$ cat config.mk
export PLATFORM = sky130hd
export DESIGN_NAME = rx
export DESIGN_NICKNAME = d
export VERILOG_FILES = /design/src/rtl/eth_pkg.sv /design/src/rtl/rgmii_ddr_in.sv /design/src/rtl/rx.sv
export SDC_FILE = /design/constraint.sdc
export NUM_CORES = 1
export LEC_CHECK = 0
export CAP_MARGIN = 20
export CORE_MARGIN = 1.5
export CORE_UTILIZATION = 60
export CTS_CLUSTER_SIZE = 25
export DETAILED_ROUTE_END_ITERATION = 16
export PLACE_DENSITY_LB_ADDON = 0.1
export SETUP_SLACK_MARGIN = 0.02
export SLEW_MARGIN = 30
export SYNTH_ARGS = -nofsm -noshare
export SYNTH_HDL_FRONTEND = slang
export SYNTH_SLANG_ARGS = --single-unit
$ cat constraint.sdc
create_clock -name clk125 -period 6.9 [get_ports clk125]
set_input_delay 2.07 -clock clk125 [delete_from_list [all_inputs] [get_ports clk125]]
set_output_delay 2.07 -clock clk125 [all_outputs]
set_load 0.02 [all_outputs]
$ cat src/rtl/eth_pkg.sv
// Shared Ethernet lab-frame definitions: frame layout constants, CRC-32
// parameters, the byte-wise CRC-32 step used by both rx and tx, and the
// receive state enum.
package eth_pkg;

  // Accepted destination MAC; byte k on the wire is MAC[8k+7:8k].
  localparam logic [47:0] MAC        = 48'h88_dab8_bf08;
  localparam logic [7:0]  SRC_BYTE   = 8'h66;
  localparam logic [7:0]  ETYPE_BYTE = 8'h19;

  localparam logic [7:0]  PRE_BYTE   = 8'h55;
  localparam logic [7:0]  SFD_BYTE   = 8'hd5;

  // Frame layout after the SFD. PAYLOAD must be a power of two.
  localparam int HDR_LEN   = 16;
  localparam int PAYLOAD   = 1024;
  localparam int FCS_LEN   = 4;
  localparam int FRAME_LEN = HDR_LEN + PAYLOAD + FCS_LEN;

  // Reflected CRC-32 (IEEE 802.3).
  localparam logic [31:0] CRC_POLY    = 32'hedb88320;
  localparam logic [31:0] CRC_INIT    = 32'hffffffff;
  localparam logic [31:0] CRC_RESIDUE = 32'hdebb20e3;

  typedef enum logic [2:0] {
    ST_DROP,
    ST_IDLE,
    ST_PRE,
    ST_HDR,
    ST_PAY,
    ST_FCS
  } rx_state_t;

  // One byte of reflected CRC-32, LSB of the data byte first.
  function automatic logic [31:0] crc32_byte(input logic [31:0] crc,
                                             input logic [7:0]  data);
    logic [31:0] c;
    c = crc;
    for (int i = 0; i < 8; i++) begin
      c = (c[0] ^ data[i]) ? ((c >> 1) ^ CRC_POLY) : (c >> 1);
    end
    return c;
  endfunction

  // Expected header byte at position k (0..13) after the SFD.
  function automatic logic [7:0] hdr_byte(input logic [3:0] k);
    logic [7:0] r;
    case (k)
      4'd0:          r = MAC[7:0];
      4'd1:          r = MAC[15:8];
      4'd2:          r = MAC[23:16];
      4'd3:          r = MAC[31:24];
      4'd4:          r = MAC[39:32];
      4'd5:          r = MAC[47:40];
      4'd12, 4'd13:  r = ETYPE_BYTE;
      default:       r = SRC_BYTE;
    endcase
    return r;
  endfunction

endpackage

$ cat src/rtl/rgmii_ddr_in.sv
// RGMII DDR receive capture: low nibble and RX_CTL on the rising edge, high
// nibble and RX_CTL on the falling edge, re-assembled into one byte with
// dv/er on the following rising edge.
module rgmii_ddr_in (
  input  logic       clk125,
  input  logic       rxctl,
  input  logic [3:0] rxd,
  output logic [7:0] b,
  output logic       dv,
  output logic       er
);

  logic [3:0] lo_q;
  logic [3:0] hi_q;
  logic       ctl_rise;
  logic       ctl_fall;

  // The capture registers are intentionally not reset: a reset inside a frame
  // must keep seeing that frame's DV so the parser stays in DROP until the gap.

  // Rising-edge half: low nibble and DV.
  always_ff @(posedge clk125) begin
    lo_q     <= rxd;
    ctl_rise <= rxctl;
  end

  // Falling-edge half: high nibble and DV^ER.
  always_ff @(negedge clk125) begin
    hi_q     <= rxd;
    ctl_fall <= rxctl;
  end

  // Re-time both halves into one byte cycle on the rising edge.
  always_ff @(posedge clk125) begin
    b  <= {hi_q, lo_q};
    dv <= ctl_rise;
    er <= ctl_rise ^ ctl_fall;
  end

endmodule

$ cat src/rtl/rx.sv
// RGMII receiver for the lab frame format. Parses preamble/SFD, checks the
// header, writes the 1024-byte payload into the inactive bank of a 2-bank
// buffer and, on a good frame, toggles idx and publishes seq.
// Optional build macro RX_STATS_EN adds good/crc-error/drop counters.
module rx
  import eth_pkg::*;
(
  input  logic        clk125,
  input  logic        rst,
  input  logic        rxctl,
  input  logic [3:0]  rxd,
  output logic        we,
  output logic [10:0] wad,
  output logic [7:0]  wdata,
  output logic        idx,
  output logic [15:0] seq
`ifdef RX_STATS_EN
  ,
  output logic [15:0] good_cnt,
  output logic [15:0] crc_err_cnt,
  output logic [15:0] drop_cnt
`endif
);

  // we is a single-cycle write strobe with no back-pressure: when we is high,
  // wad/wdata are valid for that cycle and the buffer must take them.

  localparam int CNT_W = 11;
  localparam logic [CNT_W-1:0] CNT_MAX   = '1;
  localparam logic [CNT_W-1:0] HDR_CMP   = 11'd14;
  localparam logic [CNT_W-1:0] SEQ_LO    = 11'd14;
  localparam logic [CNT_W-1:0] HDR_LAST  = CNT_W'(HDR_LEN - 1);
  localparam logic [CNT_W-1:0] PAY_LAST  = CNT_W'(HDR_LEN + PAYLOAD - 1);
  localparam logic [CNT_W-1:0] LEN_GOOD  = CNT_W'(FRAME_LEN);

  logic [7:0] b;
  logic       dv;
  logic       er;

  rgmii_ddr_in u_ddr (
    .clk125 (clk125),
    .rxctl  (rxctl),
    .rxd    (rxd),
    .b      (b),
    .dv     (dv),
    .er     (er)
  );

  rx_state_t        state, state_n;
  logic [CNT_W-1:0] cnt, cnt_n;
  logic [31:0]      crc, crc_n;
  logic             hdr_bad, hdr_bad_n;
  logic             er_seen, er_seen_n;
  logic [15:0]      seq_tmp, seq_tmp_n;
  logic             we_n;
  logic [10:0]      wad_n;
  logic [7:0]       wdata_n;
  logic             idx_n;
  logic [15:0]      seq_n;

  logic in_frame;
  logic eof;
  logic len_ok;
  logic crc_ok;
  logic frame_good;

  // End of frame is the first dv=0 byte cycle once past the SFD.
  assign in_frame   = (state == ST_HDR) || (state == ST_PAY) || (state == ST_FCS);
  assign eof        = in_frame && !dv;
  assign len_ok     = (cnt == LEN_GOOD);
  assign crc_ok     = (crc == CRC_RESIDUE);
  assign frame_good = eof && len_ok && crc_ok && !hdr_bad && !er_seen;

  // State and datapath registers.
  always_ff @(posedge clk125) begin
    if (rst) begin
      state   <= ST_DROP;
      cnt     <= '0;
      crc     <= CRC_INIT;
      hdr_bad <= 1'b0;
      er_seen <= 1'b0;
      seq_tmp <= '0;
      we      <= 1'b0;
      wad     <= '0;
      wdata   <= '0;
      idx     <= 1'b0;
      seq     <= '0;
    end else begin
      state   <= state_n;
      cnt     <= cnt_n;
      crc     <= crc_n;
      hdr_bad <= hdr_bad_n;
      er_seen <= er_seen_n;
      seq_tmp <= seq_tmp_n;
      we      <= we_n;
      wad     <= wad_n;
      wdata   <= wdata_n;
      idx     <= idx_n;
      seq     <= seq_n;
    end
  end

  // Next-state and next-output logic, one step per received byte cycle.
  always_comb begin
    state_n   = state;
    cnt_n     = cnt;
    crc_n     = crc;
    hdr_bad_n = hdr_bad;
    er_seen_n = er_seen;
    seq_tmp_n = seq_tmp;
    we_n      = 1'b0;
    wad_n     = wad;
    wdata_n   = wdata;
    idx_n     = idx;
    seq_n     = seq;

    case (state)
      ST_DROP: begin
        if (!dv) state_n = ST_IDLE;
      end

      ST_IDLE: begin
        if (dv) state_n = (b == PRE_BYTE) ? ST_PRE : ST_DROP;
      end

      // IDLE already consumed one 0x55, so an SFD here always follows preamble.
      ST_PRE: begin
        if (!dv) begin
          state_n = ST_IDLE;
        end else if (b == SFD_BYTE) begin
          state_n   = ST_HDR;
          cnt_n     = '0;
          crc_n     = CRC_INIT;
          hdr_bad_n = 1'b0;
          er_seen_n = 1'b0;
        end else if (b != PRE_BYTE) begin
          state_n = ST_DROP;
        end
      end

      ST_HDR, ST_PAY, ST_FCS: begin
        if (!dv) begin
          state_n = ST_IDLE;
          if (frame_good) begin
            idx_n = ~idx;
            seq_n = seq_tmp;
          end
        end else begin
          crc_n = crc32_byte(crc, b);
          // Saturating count keeps an overlong frame from wrapping back to 1044.
          if (cnt != CNT_MAX) cnt_n = cnt + 11'd1;
          if (er) er_seen_n = 1'b1;

          if (state == ST_HDR) begin
            if (cnt < HDR_CMP) begin
              if (b != hdr_byte(cnt[3:0])) hdr_bad_n = 1'b1;
            end else if (cnt == SEQ_LO) begin
              seq_tmp_n[7:0] = b;
            end else begin
              seq_tmp_n[15:8] = b;
            end
            if (cnt == HDR_LAST) state_n = ST_PAY;
          end else if (state == ST_PAY) begin
            we_n    = 1'b1;
            wdata_n = b;
            wad_n   = {~idx, cnt[9:0] - 10'(HDR_LEN)};
            if (cnt == PAY_LAST) state_n = ST_FCS;
          end
          // ST_FCS: only the CRC and length keep running.
        end
      end

      default: state_n = ST_DROP;
    endcase
  end

`ifdef RX_STATS_EN
  logic eof_crc_err;
  logic eof_drop;

  // A right-length frame failing only the residue is a CRC error; anything
  // else bad is a drop.
  assign eof_crc_err = eof && len_ok && !crc_ok;
  assign eof_drop    = eof && !frame_good && !eof_crc_err;

  // Saturating frame statistics.
  always_ff @(posedge clk125) begin
    if (rst) begin
      good_cnt    <= '0;
      crc_err_cnt <= '0;
      drop_cnt    <= '0;
    end else begin
      if (frame_good && (good_cnt != 16'hffff))     good_cnt    <= good_cnt + 16'd1;
      if (eof_crc_err && (crc_err_cnt != 16'hffff)) crc_err_cnt <= crc_err_cnt + 16'd1;
      if (eof_drop && (drop_cnt != 16'hffff))       drop_cnt    <= drop_cnt + 16'd1;
    end
  end
`endif

endmodule

==> results of run 1 <==
==> flip-flops by register name (all words and copies together), names as in the netlist, 3 cells and up, named ones only <==
| signal | count |
|---|---|
| cnt | 11 |
| crc | 32 |
| seq | 16 |
| seq_tmp | 16 |
| state | 3 |
| u_ddr.b | 8 |
| u_ddr.hi_q | 4 |
| u_ddr.lo_q | 4 |
| wad | 11 |
| wdata | 8 |
==> metal layers <==
layer  track usage (%)  vias to the layer above  share of wire (%)  routed length, um
met5                 0                        -                  0                  0
met4              12.8                        0                2.2                295
met3              6.59                       24                4.2                560
met2              45.0                      110                 49               6430
met1              36.0                     2120                 45               5950
li1                  -                     2108                  -                  -
==> where the power goes <==
| group | switching (uW) | internal, uW | total (uW) |
|---|---|---|---|
| clock | 388 | 465 | 853 |
| combinational | 53.7 | 50.2 | 104 |
| sequential | 13.2 | 752 | 765 |
==> Yosys cell counts, types with 8 or more instances <==
| library cell | instances |
|---|---|
| sky130_fd_sc_hd__a21oi_1 | 27 |
| sky130_fd_sc_hd__buf_2 | 9 |
| sky130_fd_sc_hd__clkbuf_1 | 23 |
| sky130_fd_sc_hd__dfxtp_1 | 129 |
| sky130_fd_sc_hd__ha_1 | 11 |
| sky130_fd_sc_hd__inv_1 | 11 |
| sky130_fd_sc_hd__mux2i_1 | 32 |
| sky130_fd_sc_hd__nand2_1 | 37 |
| sky130_fd_sc_hd__nand2b_1 | 30 |
| sky130_fd_sc_hd__nand4_1 | 11 |
| sky130_fd_sc_hd__nor2_1 | 62 |
| sky130_fd_sc_hd__nor4_1 | 8 |
| sky130_fd_sc_hd__o22ai_1 | 24 |
| sky130_fd_sc_hd__xnor2_1 | 62 |
| sky130_fd_sc_hd__xnor2_2 | 10 |
| sky130_fd_sc_hd__xor2_1 | 17 |
==> cell families after synthesis <==
family | count (synthesis) | share of synthesized area (%)
XOR/XNOR | 92 | 15.9
adder cells (fa/ha/maj) | 11 | 2.39
buffers and inverters | 44 | 3.12
AND/OR/NAND/NOR | 194 | 17.8
flip-flops | 129 | 44.8
multiplexers | 33 | 5.75
AO/OA/AOI/OAI | 91 | 10.3
==> final cells by class <==
class | count | share of cell area (%)
clock buffers | 17 | 6.06
clock inverters | 20 | 2.40
inverters | 10 | 0.549
multi-input cells | 421 | 44.2
flip-flops and latches | 129 | 37.8
well taps | 129 | 2.36
repair buffers | 47 | 6.67
==> final timing paths <==
| path | start | to | depth (start not counted) |
|---|---|---|---|
| max | rxd[2] | u_ddr.hi_q[2]$_DFF_N_ | 1 |
| min | u_ddr.lo_q[1]$_DFF_P_ | u_ddr.b[1]$_DFF_P_ | 0 |
| max reg2reg | u_ddr.ctl_fall$_DFF_N_ | u_ddr.er$_DFF_P_ | 1 |
| min reg2reg | u_ddr.lo_q[1]$_DFF_P_ | u_ddr.b[1]$_DFF_P_ | 0 |
==> stage by stage <==
step           cells  utilization (%)  hold WS, ns  total power [uW]
2_1_floorplan    594                -        0.310               866
3_3_place_gp     737             67.4        0.312               887
3_5_place_dp     737             67.4        0.312               889
4_1_cts          773             73.6        0.327              1730
5_1_grt          773             73.6        0.345              1780
6_report         773             73.6        0.327              1720
==> impl_summary.log, run 1 <==
[metrics] Sinks on Clock Net: roughly 130
[metrics] Finish-stage setup viols: 0
[metrics] number of filler cells placed in the layout: 703
[metrics] largest net degree at the start of global routing: 52
[metrics] count of vias placed by the detailed router: ~4,400
[metrics] number of detailed-route iterations in the first pass: 4
[metrics] top area cells in the synthesized netlist: sky130_fd_sc_hd__dfxtp_1 45%, sky130_fd_sc_hd__xnor2_1 9.4%, sky130_fd_sc_hd__mux2i_1 5.6%
[metrics] Hold Path Class: register to register
[metrics] placer congestion estimate: roughly 0.90
[metrics] final count of hold timing violations: 0
[metrics] post-synthesis sequential element count: ~130
[metrics] type of element launching the critical path: input port
[metrics] Least-Margin Pin Slew: approximately 0.83 ns
[metrics] Cell Pwr Density: ~250 mW/mm^2
[metrics] DPL Wire Length: ~8700 um
[metrics] Post-synth EDFFs: 0
[metrics] area after detailed placement: about 0.0063 mm^2
[metrics] Routed WL per cell: 17.1 um
[metrics] number of max-capacitance violations reported: 0
[metrics] footprint of the multi-input gates: around 0.0030 mm^2
[metrics] die height: about 100 um
[metrics] Clock Tree Root: sky130_fd_sc_hd__clkbuf_8
[metrics] category of cells accounting for the largest share of critical-path delay: buffers and inverters
[metrics] FF-to-FF setup slack: between 2 and 3 ns
[metrics] Post-DRT Antenna Nets: 0
[metrics] category of the worst setup path capture point: register
[metrics] number of warnings issued by yosys: 0
[metrics] total inserted antenna cells: 0
[metrics] number of instances resized during post-cts repair: 0
[metrics] number of standard-cell rows in the floorplan: 35
[metrics] CTS buffer count: 17
[metrics] area growth from synthesis to layout: 18.5%
[metrics] critical path type: input port to register
[metrics] library cell with the largest summed area after synthesis: sky130_fd_sc_hd__dfxtp_1
[metrics] netlist area before placement: slightly below 0.006 mm^2
[metrics] Max-slew headroom: about 45%
[metrics] CTS HTree Levels: 4
[metrics] Die X-Extent: roughly 100 um
[metrics] Storage cell area: between 0.002 and 0.003 mm^2
[metrics] Synth Instances: 594
[metrics] clock slew at reported path FFs: 0.06 ns
[metrics] number of buffers added on ports: 43
[metrics] Hold-fix buffers, CTS: 0
[metrics] final worst setup slack: 1.33 ns
[metrics] top library cells by usage in the layout, fill and taps aside: 129 x sky130_fd_sc_hd__dfxtp_1, 62 x sky130_fd_sc_hd__nor2_1, 62 x sky130_fd_sc_hd__xnor2_1
[metrics] initial antenna violation count: 0
[metrics] global-route wire length before repair: roughly 22,000 um
[metrics] worst setup slack after placement: between 0.8 and 0.9 ns
[metrics] crit path max-delay cell type: sky130_fd_sc_hd__clkdlybuf4s50_1
[metrics] share of layout cells above drive strength 1: 9.32%
[metrics] Global Route Usage Sum: between 20% and 30%
[metrics] Critical Path RT: 3.82 ns
[metrics] Top-Level Pins: 44
[metrics] Leak Pwr: around 0.0024 uW
[metrics] result of the run: finished clean
[metrics] vias in the first global route: 4,281
[metrics] TNS Setup: 0 ns
[metrics] delay contributed by the slowest stage of the critical path: about 0.42 ns
[metrics] CTS max path bufs: 2
[metrics] flip-flop cell with the highest count after synthesis: sky130_fd_sc_hd__dfxtp_1
[metrics] most frequent standard cell in the layout excluding fill and tap cells: sky130_fd_sc_hd__dfxtp_1
[metrics] largest vdd supply drop: ~220 uV
[metrics] Seq/Total Area, Yosys: roughly 45%
[metrics] Final Skew: 0.0282 ns
[metrics] synth unique cells: 59
[metrics] overall overflow remaining after global route: 0
[metrics] Core Region: about 0.0093 mm^2
[metrics] number of max-slew violations in the final report: 0
[metrics] chain of cells forming the critical path: clkdlybuf4s50_1
[metrics] Worst Path Buf+Inv: 1
[metrics] count of routing violations after the opening detailed-route iteration: 223
[metrics] count of unresolved DRC violations after routing: 0
[metrics] drt total wl: 13,200 um
[metrics] clock latency on the worst-skew pair: around 0.53 ns
[metrics] maximum net fanout on the critical path: 2
[metrics] Mean Syn Cell Area: just under 10 um^2
[metrics] share of flip-flops with an asynchronous set or reset after synthesis: 0%
[metrics] Initial Util: roughly 62%
[metrics] Vias/cell: ~5.6
[metrics] Mapped Nets: approximately 600
[metrics] Die Outline Area: 0.0102 mm^2
[metrics] post-CTS setup buffer count: 0
[metrics] Post-Layout Inst Area: roughly 0.0068 mm^2
[metrics] arrival time at the worst endpoint: 2.49 ns
[metrics] unrepaired setup endpoints after global routing: false
[metrics] proportion of netlist area held by the largest area contributor: between 40% and 50%
[metrics] CTS tree: yes
[metrics] final-stage net count: around 650
No activity file was read; power rests on OpenSTA's default activity.
==> run 2, diff against run 1 <==
Settings changed: CORE_UTILIZATION 60 to 53.
Clock period 6.9 ns to 4.82 ns, I/O delays scaled along.
==> impl_summary.log, run 2 (synthesis gave the netlist of run 1 again) <==
[metrics] result of the run: finished clean (unchanged)
[metrics] type of element launching the critical path: input port (unchanged)
[metrics] Die X-Extent: 107 um (was 101 um)
[metrics] area after detailed placement: 0.00627 mm^2 (was 0.00626 mm^2)
[metrics] top library cells by usage in the layout, fill and taps aside: 129 x sky130_fd_sc_hd__dfxtp_1, 62 x sky130_fd_sc_hd__nor2_1, 62 x sky130_fd_sc_hd__xnor2_1 (unchanged)
[metrics] clock slew at reported path FFs: 0.06 ns (about the same)
[metrics] number of detailed-route iterations in the first pass: 4 (unchanged)
[metrics] Sinks on Clock Net: 129 (unchanged)
[metrics] CTS HTree Levels: 4 (unchanged)
[metrics] Hold Path Stages: 0 (unchanged)
[metrics] CTS buffer count: 17 (unchanged)
[metrics] clock latency on the worst-skew pair: 0.53 ns (about the same)
[metrics] TNS Setup: 0 ns (unchanged)
[metrics] Hold-fix buffers, CTS: 0 (unchanged)
[metrics] Top-Level Pins: 44 (unchanged)
[metrics] number of instances resized during post-cts repair: 0 (unchanged)
[metrics] Post-DRT Antenna Nets: 0 (unchanged)
[metrics] category of cells accounting for the largest share of critical-path delay: buffers and inverters (unchanged)
[metrics] CTS max path bufs: 2 (unchanged)
[metrics] placer congestion estimate: 0.880 (was 0.902)
[metrics] DPL Wire Length: 8870 um (was 8680 um)
[metrics] Worst Path Buf+Inv: 1 (unchanged)
[metrics] vias in the first global route: 4,185 (was 4,281)
[metrics] most frequent standard cell in the layout excluding fill and tap cells: sky130_fd_sc_hd__dfxtp_1 (unchanged)
[metrics] Leak Pwr: 0.00244 uW (about the same)
[metrics] Max-slew headroom: 44.3% (was 44.5%)
[metrics] largest net degree at the start of global routing: 90 (was 52)
[metrics] register with the most flip-flops: crc (unchanged)
[metrics] final worst setup slack: 0.913 ns (was 1.33 ns)
[metrics] Routed WL per cell: 16.9 um (was 17.1 um)
[metrics] number of max-capacitance violations reported: 0 (unchanged)
[metrics] registers with the most flip-flops: crc: 32 flops, seq: 16 flops, seq_tmp: 16 flops (unchanged)
[metrics] post-CTS setup buffer count: 0 (unchanged)
[metrics] Post-Layout Inst Area: 0.00684 mm^2 (was 0.00683 mm^2)
[metrics] global-route wire length before repair: 21,500 um (was 21,700 um)
[metrics] critical path type: input port to register (unchanged)
[metrics] largest vdd supply drop: 297 uV (was 218 uV)
[metrics] category of the worst setup path capture point: register (unchanged)
[metrics] count of routing violations after the opening detailed-route iteration: 323 (was 223)
[metrics] area growth from synthesis to layout: 18.6% (was 18.5%)
[metrics] delay contributed by the slowest stage of the critical path: 0.42 ns (about the same)
[metrics] flip-flop count of the largest register after layout: 32 (unchanged)
[metrics] total inserted antenna cells: 0 (unchanged)
[metrics] Die Outline Area: 0.0115 mm^2 (was 0.0102 mm^2)
[metrics] Global Route Usage Sum: 24.6% (was 28.0%)
[metrics] maximum net fanout on the critical path: 2 (unchanged)
[metrics] Critical Path RT: 2.78 ns (was 3.82 ns)
[metrics] Core Region: 0.0105 mm^2 (was 0.00928 mm^2)
[metrics] initial antenna violation count: 0 (unchanged)
[metrics] final count of hold timing violations: 0 (unchanged)
[metrics] Final Skew: 0.0256 ns (was 0.0282 ns)
[metrics] CTS tree: yes (unchanged)
[metrics] number of standard-cell rows in the floorplan: 37 (was 35)
[metrics] number of cells after detailed placement: 744 (was 737)
[metrics] Finish-stage setup viols: 0 (unchanged)
[metrics] unrepaired setup endpoints after global routing: false (unchanged)
[metrics] launch instance of the worst register-to-register path: cnt[0]$_SDFFE_PP0N_ (was u_ddr.ctl_fall$_DFF_N_)
[metrics] Vias/cell: 5.57 (was 5.64)
[metrics] number of buffers added on ports: 43 (unchanged)
[metrics] worst setup slack after placement: 0.399 ns (was 0.820 ns)
[metrics] die height: 107 um (was 101 um)
[metrics] overall overflow remaining after global route: 0 (unchanged)
[metrics] FF-to-FF setup slack: 1.66 ns (was 2.90 ns)
[metrics] Cell Pwr Density: 361 mW/mm^2 (was 252 mW/mm^2)
[metrics] drt total wl: 13,200 um (about the same)
[metrics] Hold Path Class: register to register (unchanged)
[metrics] count of unresolved DRC violations after routing: 0 (unchanged)
[metrics] Finished Layout Cells: 780 (was 773)
[metrics] number of max-slew violations in the final report: 0 (unchanged)
[metrics] Least-Margin Pin Slew: 0.835 ns (was 0.832 ns)
[metrics] Clock Tree Root: sky130_fd_sc_hd__clkbuf_8 (unchanged)
[metrics] count of vias placed by the detailed router: 4,343 (was 4,362)
[metrics] capture endpoint of the worst hold path: u_ddr.b[2]$_DFF_P_ (was u_ddr.b[1]$_DFF_P_)
[metrics] depth of the most critical reg-to-reg path: 9 (was 1)
[metrics] arrival time at the worst endpoint: 1.87 ns (was 2.49 ns)
[metrics] chain of cells forming the critical path: clkdlybuf4s50_1 (unchanged)
[metrics] Initial Util: 55.1% (was 62.1%)
[metrics] number of filler cells placed in the layout: 858 (was 703)
[metrics] startpoint of the most critical hold path: u_ddr.lo_q[2]$_DFF_P_ (was u_ddr.lo_q[1]$_DFF_P_)
[metrics] share of layout cells above drive strength 1: 9.47% (was 9.32%)
[metrics] final-stage net count: 649 (unchanged)
[metrics] crit path max-delay cell type: sky130_fd_sc_hd__clkdlybuf4s50_1 (unchanged)
[run 2: stage by stage]
step / total power, uW / hold slack, ns / utilization (%)
6_report: 2470 / 0.330 / 65.4
5_1_grt: 2550 / 0.353 / 65.4
2_1_floorplan: 1240 / 0.310 / -
3_3_place_gp: 1270 / 0.310 / 59.9
4_1_cts: 2490 / 0.331 / 65.4
3_5_place_dp: 1270 / 0.313 / 59.9
[run 2: layer usage]
metal / vias to the layer above / GRT usage, % / routed length (um) / part of all wire (%)
met4: 0 / 9.05 / 182 / 1.4
met5: - / 0 / 0 / 0
li1: 2106 / - / - / -
met2: 107 / 40.2 / 6540 / 49
met1: 2112 / 31.9 / 5970 / 45
met3: 18 / 5.08 / 524 / 4.0
[run 2: cell type report]
cell class                      instances  area, um^2  area share (%)
Timing Repair Buffer                   47         455            6.66
Sequential cell                       129        2580            37.8
Tap cell                              136         170            2.49
Clock inverter                         19         149            2.18
Multi-Input combinational cell        421        3020            44.1
Inverter                               10        37.5           0.549
Clock buffer                           18         428            6.26
[run 2: worst max path at each step]
| stage | start | to | slack [ns] | cells after the start |
|---|---|---|---|---|
| after floorplan | rxctl | u_ddr.ctl_fall$_DFF_N_ | 0.86 | 0 |
| after global placement | rxd[1] | u_ddr.hi_q[1]$_DFF_N_ | 0.43 | 1 |
| after detailed placement | rxd[1] | u_ddr.hi_q[1]$_DFF_N_ | 0.40 | 1 |
| after CTS | rxd[1] | u_ddr.hi_q[1]$_DFF_N_ | 0.92 | 1 |
| after global routing | rxd[1] | u_ddr.hi_q[1]$_DFF_N_ | 0.92 | 1 |
| final | rxd[1] | u_ddr.hi_q[1]$_DFF_N_ | 0.91 | 1 |
[run 2: power by group]
part	switching [uW]	total, uW	internal, uW
clock	548	1230	678
sequential	18.9	1100	1080
combinational	75.4	147	71.9
==> run 3, diff against run 2 <==
Settings changed: CORE_UTILIZATION 53 to 58.
Clock period 4.82 ns to 3.75 ns, I/O delays scaled along.
==> impl_summary.log, run 3 (synthesis gave the netlist of run 1 again) <==
[metrics] category of the worst setup path capture point: register (unchanged)
[metrics] Post-DRT Antenna Nets: 0 (unchanged)
[metrics] number of instances resized during post-cts repair: 0 (unchanged)
[metrics] final count of hold timing violations: 0 (unchanged)
[metrics] clock slew at reported path FFs: 0.06 ns (about the same)
[metrics] Core Region: 0.00973 mm^2 (was 0.0105 mm^2)
[metrics] crit path max-delay cell type: sky130_fd_sc_hd__a2111oi_4 (was sky130_fd_sc_hd__clkdlybuf4s50_1)
[metrics] count of unresolved DRC violations after routing: 0 (unchanged)
[metrics] result of the run: finished clean (unchanged)
[metrics] delay contributed by the slowest stage of the critical path: 0.55 ns (was 0.42 ns)
[metrics] largest vdd supply drop: 473 uV (was 297 uV)
[metrics] Final Skew: 0.0298 ns (was 0.0256 ns)
[metrics] maximum net fanout on the critical path: 8 (was 2)
[metrics] critical path type: register to register (was input port to register)
[metrics] final-stage net count: 657 (was 649)
[metrics] type of element launching the critical path: register (was input port)
[metrics] Max-slew headroom: 42.1% (was 44.3%)
[metrics] CTS HTree Levels: 4 (unchanged)
[metrics] Global Route Usage Sum: 26.8% (was 24.6%)
[metrics] final worst setup slack: 0.634 ns (was 0.913 ns)
[metrics] number of buffers added on ports: 43 (unchanged)
[metrics] Finish-stage setup viols: 0 (unchanged)
[metrics] unrepaired setup endpoints after global routing: false (unchanged)
[metrics] initial antenna violation count: 0 (unchanged)
[metrics] clock latency on the worst-skew pair: 0.53 ns (about the same)
[metrics] TNS Setup: 0 ns (unchanged)
[metrics] CTS max path bufs: 2 (unchanged)
[metrics] launch instance of the worst register-to-register path: cnt[0]$_SDFFE_PP0N_ (unchanged)
[metrics] drt total wl: 13,000 um (was 13,200 um)
[metrics] number of max-slew violations in the final report: 0 (unchanged)
[metrics] CTS tree: yes (unchanged)
[metrics] FF-to-FF setup slack: 0.63 ns (was 1.66 ns)
[metrics] registers with the most flip-flops: crc: 32 flops, seq: 16 flops, seq_tmp: 16 flops (unchanged)
[metrics] highest clock rate: ~320 MHz
[metrics] shortest clock period the worst path allows after layout: 3.12 ns
[metrics] overall overflow remaining after global route: 0 (unchanged)
[metrics] area growth from synthesis to layout: 19.6% (was 18.6%)
[metrics] startpoint of the most critical hold path: u_ddr.lo_q[3]$_DFF_P_ (was u_ddr.lo_q[2]$_DFF_P_)
[metrics] count of vias placed by the detailed router: 4,347 (was 4,343)
[metrics] Sinks on Clock Net: 129 (unchanged)
[metrics] timing startpoint of the critical path: cnt[0]$_SDFFE_PP0N_ (was rxd[1])
[metrics] placer congestion estimate: 0.910 (was 0.880)
[metrics] count of routing violations after the opening detailed-route iteration: 238 (was 323)
[metrics] Routed WL per cell: 16.6 um (was 16.9 um)
[metrics] Cell Pwr Density: 457 mW/mm^2 (was 361 mW/mm^2)
[metrics] DPL Wire Length: 8880 um (was 8870 um)
[metrics] arrival time at the worst endpoint: 3.51 ns (was 1.87 ns)
[metrics] Die X-Extent: 103 um (was 107 um)
[metrics] largest net degree at the start of global routing: 73 (was 90)
[metrics] number of filler cells placed in the layout: 766 (was 858)
[metrics] Finished Layout Cells: 785 (was 780)
[metrics] final cycle utilization of the critical path: a little over 80%
[metrics] category of cells accounting for the largest share of critical-path delay: compound AO/OA/AOI/OAI gates (was buffers and inverters)
[metrics] Final Power: 3150 uW (was 2470 uW)
[metrics] share of layout cells above drive strength 1: 10.3% (was 9.47%)
[metrics] number of cells after detailed placement: 749 (was 744)
[metrics] Worst Path Buf+Inv: 1 (unchanged)
[metrics] Critical Path RT: 4.14 ns (was 2.78 ns)
[metrics] vias in the first global route: 4,256 (was 4,185)
[metrics] Top-Level Pins: 44 (unchanged)
[metrics] Leak Pwr: 0.00248 uW (was 0.00244 uW)
[metrics] register with the most flip-flops: crc (unchanged)
[metrics] post-CTS setup buffer count: 0 (unchanged)
[metrics] Initial Util: 59.3% (was 55.1%)
[metrics] CTS buffer count: 17 (unchanged)
[metrics] Least-Margin Pin Slew: 0.867 ns (was 0.835 ns)
[metrics] Hold Path Class: register to register (unchanged)
[metrics] number of gates on the worst path with buffers counted: 10 (was 1)
[metrics] top library cells by usage in the layout, fill and taps aside: 129 x sky130_fd_sc_hd__dfxtp_1, 62 x sky130_fd_sc_hd__nor2_1, 62 x sky130_fd_sc_hd__xnor2_1 (unchanged)
[metrics] Die Outline Area: 0.0105 mm^2 (was 0.0115 mm^2)
[metrics] chain of cells forming the critical path: ha_1 > nand4_1 > a2111oi_4 > a21oi_1 > mux2_2 > nor2_1 > inv_1 > ha_1 > a21oi_1 > o21ai_0 (was clkdlybuf4s50_1)
[metrics] most frequent standard cell in the layout excluding fill and tap cells: sky130_fd_sc_hd__dfxtp_1 (unchanged)
[metrics] total inserted antenna cells: 0 (unchanged)
[metrics] Clock Tree Root: sky130_fd_sc_hd__clkbuf_8 (unchanged)
[metrics] flip-flop count of the largest register after layout: 32 (unchanged)
[metrics] Vias/cell: 5.54 (was 5.57)
[metrics] depth of the most critical reg-to-reg path: 10 (was 9)
[metrics] number of max-capacitance violations reported: 0 (unchanged)
[metrics] number of detailed-route iterations in the first pass: 4 (unchanged)
[metrics] worst setup slack after placement: 0.204 ns (was 0.399 ns)
[metrics] global-route wire length before repair: 21,000 um (was 21,500 um)
[metrics] Hold-fix buffers, CTS: 0 (unchanged)
[metrics] die height: 103 um (was 107 um)
[metrics] number of standard-cell rows in the floorplan: 36 (was 37)
==> run 3: per-stage QoR <==
stage / utilization (%) / area [um^2] / hold WS [ns]
global route: 70.9 / 6890 / 0.330
CTS: 70.9 / 6890 / 0.328
detailed placement: 65.0 / 6320 / 0.312
global placement: 65.0 / 6320 / 0.312
finish: 70.9 / 6890 / 0.328
floorplan: - / 5770 / 0.310
==> run 3: how the worst min path moves through the flow <==
stage                               to  slack, ns  cells past startpoint
floorplan           u_ddr.b[0]$_DFF_P_       0.31                      0
global placement    u_ddr.b[3]$_DFF_P_       0.31                      0
detailed placement  u_ddr.b[0]$_DFF_P_       0.31                      0
CTS                 u_ddr.b[3]$_DFF_P_       0.33                      0
global route        u_ddr.b[0]$_DFF_P_       0.33                      0
finish              u_ddr.b[3]$_DFF_P_       0.33                      0
==> run 3: cell type report <==
class / count / area (um^2) / area share [%]
repair buffers: 55 / 515 / 7.48
clock inverters: 19 / 139 / 2.01
well taps: 133 / 166 / 2.41
multi-input cells: 421 / 3010 / 43.7
inverters: 10 / 37.5 / 0.544
clock buffers: 18 / 439 / 6.37
flip-flops and latches: 129 / 2580 / 37.5
==> run 3: layer usage <==
| metal | wire (um) | vias up | GRT usage, % |
|---|---|---|---|
| met2 | 6460 | 98 | 43.7 |
| met5 | 0 | - | 0 |
| li1 | - | 2144 | - |
| met3 | 567 | 16 | 9.56 |
| met4 | 191 | 0 | 8.75 |
| met1 | 5780 | 2089 | 33.3 |
==> run 3: where the power goes <==
part           internal [uW]  leakage, uW  switching (uW)  total, uW
clock network            879     0.000303             670       1550
logic                   96.5      0.00113             107        203
registers               1380      0.00105            13.4       1400
total                   2360      0.00248             790       3150
